==> src/rtl/cmd_issue.sv <==
// Host command front-end for the 8-bit deque core: buffers host commands, admits them
// against a shadow occupancy count, issues one per slot and returns READ results.
// Optional rejected-command counter enabled by CMD_ISSUE_DROP_CNT_EN.
module cmd_issue #(
    parameter int unsigned FIFO_DEPTH  = 4,
    parameter int unsigned CORE_DEPTH  = 8,
    parameter int unsigned RSP_TIMEOUT = 4
) (
    input  logic       clk,
    input  logic       rst,
    input  logic       cmd_valid,
    output logic       cmd_ready,
    input  logic [2:0] cmd_op,
    input  logic [7:0] cmd_data,
    output logic [7:0] in,
    output logic [2:0] op,
    output logic       apply,
    input  logic [7:0] tail,
    input  logic       empty,
    input  logic       valid,
    output logic       rsp_valid,
    output logic [7:0] rsp_data,
    output logic       err,
    output logic [7:0] drop_cnt
);
    localparam int unsigned AW = (FIFO_DEPTH > 1) ? $clog2(FIFO_DEPTH) : 1;
    localparam int unsigned CW = AW + 1;
    localparam int unsigned OW = $clog2(CORE_DEPTH + 1);
    localparam int unsigned TW = $clog2(RSP_TIMEOUT + 1);

    localparam logic [2:0] OP_PUSH = 3'b101;
    localparam logic [2:0] OP_POP  = 3'b011;
    localparam logic [2:0] OP_READ = 3'b100;

    typedef enum logic [1:0] {S_IDLE, S_ISSUE, S_WAIT} state_t;

    state_t          state, state_d;
    logic [2:0]      op_mem   [FIFO_DEPTH];
    logic [7:0]      data_mem [FIFO_DEPTH];
    logic [AW-1:0]   wr_ptr, rd_ptr;
    logic [CW-1:0]   count, count_d;
    logic [OW-1:0]   occ, occ_d;
    logic [TW-1:0]   tmo_cnt, tmo_d;
    logic [2:0]      head_op, op_d;
    logic [7:0]      head_data, in_d, rsp_data_d;
    logic            wr_en, rd_en, reject_c, apply_d, rsp_valid_d, err_d;

    assign wr_en     = cmd_valid && cmd_ready;
    assign head_op   = op_mem[rd_ptr];
    assign head_data = data_mem[rd_ptr];
    assign count_d   = count + CW'(wr_en) - CW'(rd_en);

    // Admission decision on the FIFO head, judged only by the shadow occupancy.
    assign reject_c = (state == S_IDLE) && (count != '0) &&
                      ((((head_op == OP_POP) || (head_op == OP_READ)) && (occ == '0)) ||
                       ((head_op == OP_PUSH) && (occ == OW'(CORE_DEPTH))));

    always_ff @(posedge clk) begin
        if (wr_en) begin
            op_mem[wr_ptr]   <= cmd_op;
            data_mem[wr_ptr] <= cmd_data;
        end
    end

    always_comb begin
        state_d     = state;
        occ_d       = occ;
        tmo_d       = tmo_cnt;
        rd_en       = 1'b0;
        apply_d     = 1'b0;
        op_d        = op;
        in_d        = in;
        rsp_valid_d = 1'b0;
        rsp_data_d  = rsp_data;
        err_d       = reject_c || ((state == S_IDLE) && empty && (occ != '0));
        case (state)
            S_IDLE: begin
                if (count != '0) begin
                    rd_en = 1'b1;
                    if (!reject_c) begin
                        state_d = S_ISSUE;
                        apply_d = 1'b1;
                        op_d    = head_op;
                        in_d    = (head_op == OP_PUSH) ? head_data : 8'h00;
                        if (head_op == OP_PUSH) occ_d = occ + OW'(1);
                        if (head_op == OP_POP)  occ_d = occ - OW'(1);
                    end
                end
            end
            S_ISSUE: begin
                tmo_d   = '0;
                state_d = (op == OP_READ) ? S_WAIT : S_IDLE;
            end
            S_WAIT: begin
                if (valid) begin
                    rsp_valid_d = 1'b1;
                    rsp_data_d  = tail;
                    state_d     = S_IDLE;
                end else if (tmo_cnt == TW'(RSP_TIMEOUT - 1)) begin
                    err_d   = 1'b1;
                    state_d = S_IDLE;
                end else begin
                    tmo_d = tmo_cnt + TW'(1);
                end
            end
            default: state_d = S_IDLE;
        endcase
    end

    always_ff @(posedge clk or negedge rst) begin
        if (!rst) begin
            state     <= S_IDLE;
            occ       <= '0;
            tmo_cnt   <= '0;
            count     <= '0;
            wr_ptr    <= '0;
            rd_ptr    <= '0;
            cmd_ready <= 1'b0;
            apply     <= 1'b0;
            op        <= 3'b000;
            in        <= 8'h00;
            rsp_valid <= 1'b0;
            rsp_data  <= 8'h00;
            err       <= 1'b0;
        end else begin
            state     <= state_d;
            occ       <= occ_d;
            tmo_cnt   <= tmo_d;
            count     <= count_d;
            if (wr_en) wr_ptr <= wr_ptr + AW'(1);
            if (rd_en) rd_ptr <= rd_ptr + AW'(1);
            cmd_ready <= (count_d != CW'(FIFO_DEPTH));
            apply     <= apply_d;
            op        <= op_d;
            in        <= in_d;
            rsp_valid <= rsp_valid_d;
            rsp_data  <= rsp_data_d;
            err       <= err_d;
        end
    end

`ifdef CMD_ISSUE_DROP_CNT_EN
    logic [7:0] drop_q;

    // Saturating count of admission rejects.
    always_ff @(posedge clk or negedge rst) begin
        if (!rst) begin
            drop_q <= 8'h00;
        end else if (reject_c && (drop_q != 8'hFF)) begin
            drop_q <= drop_q + 8'd1;
        end
    end

    assign drop_cnt = drop_q;
`else
    assign drop_cnt = 8'h00;
`endif

endmodule

==> config.mk <==
export PLATFORM = sky130hd
export DESIGN_NAME = cmd_issue
export DESIGN_NICKNAME = d
export VERILOG_FILES = /design/src/rtl/cmd_issue.sv
export SDC_FILE = /design/constraint.sdc
export NUM_CORES = 1
export LEC_CHECK = 0
export ABC_AREA = 0
export CAP_MARGIN = 40
export CORE_MARGIN = 4
export CORE_UTILIZATION = 53
export CTS_BUF_LIST = sky130_fd_sc_hd__clkbuf_4 sky130_fd_sc_hd__clkbuf_8 sky130_fd_sc_hd__clkbuf_16
export DETAILED_ROUTE_END_ITERATION = 8
export PLACE_DENSITY = 0.78
export SYNTH_ARGS = -nofsm -noshare
export SYNTH_HDL_FRONTEND = slang
export SYNTH_SLANG_ARGS = --single-unit
==> constraint.sdc <==
create_clock -name clk -period 3 [get_ports clk]
set_clock_uncertainty 0.15 [all_clocks]
set_input_delay 0.9 -clock clk [delete_from_list [all_inputs] [get_ports clk]]
set_output_delay 0.9 -clock clk [all_outputs]
set_load 0.02 [all_outputs]
==> results.toml <==
[power_and_ir_drop]
p_leak_uw = 0.00182
ir_drop_mv = 0.636
p_per_area_mw_per_mm2 = 1000

[cells_and_area]
layout_commonest_cell = "clkdlybuf4s50_1"
fin_nets = 333
num_antenna_cells = 0
area_delta_synth_final_pct = 22.1
final_util_pct = 67.6
n_fill_cell = 446
seqCellArea_mm2 = 0.00230
final_cells = 379
final_area_mm2 = 0.00436
drive_above_1_share_pct = 18.2
multiInputGateArea_mm2 = 0.00117
final_cell_mix = "45 x clkdlybuf4s50_1, 44 x edfxtp_1, 38 x dfrtp_1"

[clock_tree]
cts_setup_buffers = 0
tritoncts = "yes"
cts.clk_slew.worst_paths_ps = 90
cts_root_buf = "clkbuf_8"
h-tree-depth = 3
clock_tree.buffer_depth = 2
clk_latency_ps = 350
clock-sinks = 83
numCtsBuffers = 9
cts_hold_buf = 0

[critical_path]
r2r_end = "in[4]"
r2r_start = "rd_ptr[0]"
end_kind = "register"
critical_path_class = "reg2reg"
reg2reg_slack_ps = 310
cp.arrival_ps = 2770
start_kind = "register"
reg2reg_depth = 5
worst-path-max-fanout = 14
cp.required_ps = 3090

[global_route]
grt-ovfl-total = 0
grt_pass1_wl_um = 10100
antenna_found_initial = 0
track_usage_pct = 16.0
grt_pass1_vias = 2008
grt_max_degree = 37

[sta]
tns_ps = 0
finalHoldViolCount = 0
fin_crit_ps = 2690
rsz0062_at_grt = "false"
max_slew_margin_pct = 64.6
post-route-period-util_pct = 89.6
setup_viol = 0
slew_viol_final = 0
tightest_slew_ps = 528
fmax_ghz = 0.372

[worst_hold_path]
min_path_type = "in2async"

[place]
portBuffers = 46
dpl.hpwl_um = 4340
gp_congestion = 0.722
place_inst = 363
dpl-instance-area_mm2 = 0.00415

[synthesis]
yosysSeqAreaShare_pct = 64.3
ys.warnings.count = 0
synth_seq_cells = 83
synth_top_flop_cell = "edfxtp_1"
postSynthAreaPerCell_um2 = 15.1
synth_largest_area_cell = "edfxtp_1"
synth_cells = 237
synthTopCellsByArea = "edfxtp_1 37%, dfrtp_1 27%, mux4_2 6.9%"
syn_area_mm2 = 0.00357
synth_edf_count = 44
synth.distinct_cells = 42
async_flop_share_pct = 47.0
synth_top_area_share_pct = 37.0

[routing]
detail_route.vias_per_cell = 5.25
wl_um = 6090
postRouteAntennaNets = 0
drc = 0
drtIter0Drc = 74
wire_per_inst_um = 16.1
drtPass1Iterations = 4
dr_total_vias = 1989

[floorplanning]
io_pins = 55
dieHeight_um = 90.1
dieArea_mm2 = 0.00812
start_util_pct = 55.3
core_area_mm2 = 0.00646
rows = 29
die_x_um = 90.1

[status]
status = "completed"

[flow_run]
cap_violations = 0
## worst max path at each step
stage | start | to
2_1_floorplan | rd_ptr[0] | occ[3]
4_1_cts | rd_ptr[0] | in[4]
3_5_place_dp | cmd_valid | cmd_ready
5_1_grt | rd_ptr[0] | in[4]
3_3_place_gp | cmd_valid | cmd_ready
6_report | rd_ptr[0] | in[4]
## synthesized netlist by cell type (2+ instances only)
cell	number
a21o_1	2
ha_1	10
mux2_4	8
buf_4	8
clkbuf_1	2
nor3b_1	2
and3_1	12
inv_2	2
nor4b_1	3
dfrtp_1	39
o21ai_0	3
mux2_1	4
nand2_1	31
xor2_1	3
xnor2_1	6
a21oi_1	2
nor3_1	5
inv_1	9
mux4_2	11
edfxtp_1	44
nor2_1	3
fa_1	2
nand3b_1	3
buf_1	2
nor2b_1	3
mux2i_1	2
## flip-flops by register name, summed over array words and instances, names as in the netlist, 2 cells and up
register,flops
count,3
data_mem,32
in,8
occ,4
op,3
op_mem,12
rd_ptr,2
rsp_data,8
state,2
tmo_cnt,3
wr_ptr,2
## kinds of logic after synthesis
family                     after synthesis  synth area share (%)
other                                    1                 0.105
buffers and inverters                   26                  3.82
and+or+nand+nor                         68                  10.1
xor gates and xnor gates                 9                  2.21
muxes                                   26                  12.4
DFF                                     83                  64.3
AOI/OAI and AO/OA                       12                  2.42
adders and majority gates               12                  4.62
## critical path, cell delays in order (launching register included)
cell and delay (ps):
dfrtp_2 480, mux4_2 660, and4b_1 240, o31ai_2 320
nand2_2 310, mux2_1 420
## routing by layer
metal  vias up  global-route usage (%)  wire (um)
met5         -                       0          0
met4         0                    8.16         93
met3         6                    3.76        265
met2        47                    25.0       3030
met1       972                    20.8       2700
li1        964                       -          -
## power by group
group | switching, uW | internal [uW]
Sequential | 245 | 1550
Clock | 440 | 409
Combinational | 835 | 891
Total | 1520 | 2850
## through the flow
step           setup slack, ps  total power (uW)  hold WS [ps]
5_1_grt                    119              4650           194
4_1_cts                    186              4420           185
2_1_floorplan              524              2990           318
6_report                   313              4370           207
3_5_place_dp              42.6              3570           320
3_3_place_gp               117              3490           307
## layout make-up
type | instances | share of cell area (%)
tap | 77 | 2.21
timing repair buffer | 56 | 12.4
multi-input combinational | 135 | 26.7
clock buffer | 9 | 2.84
sequential | 83 | 52.7
inverter | 12 | 1.03
clock inverter | 7 | 2.06
## timing repair
action | in CTS | in global routing
gates resized for setup | 0 | 1
endpoints found under the hold margin | 0 | 0
endpoints found under the setup margin | 0 | 1
Power figures use the tool's default switching activity.
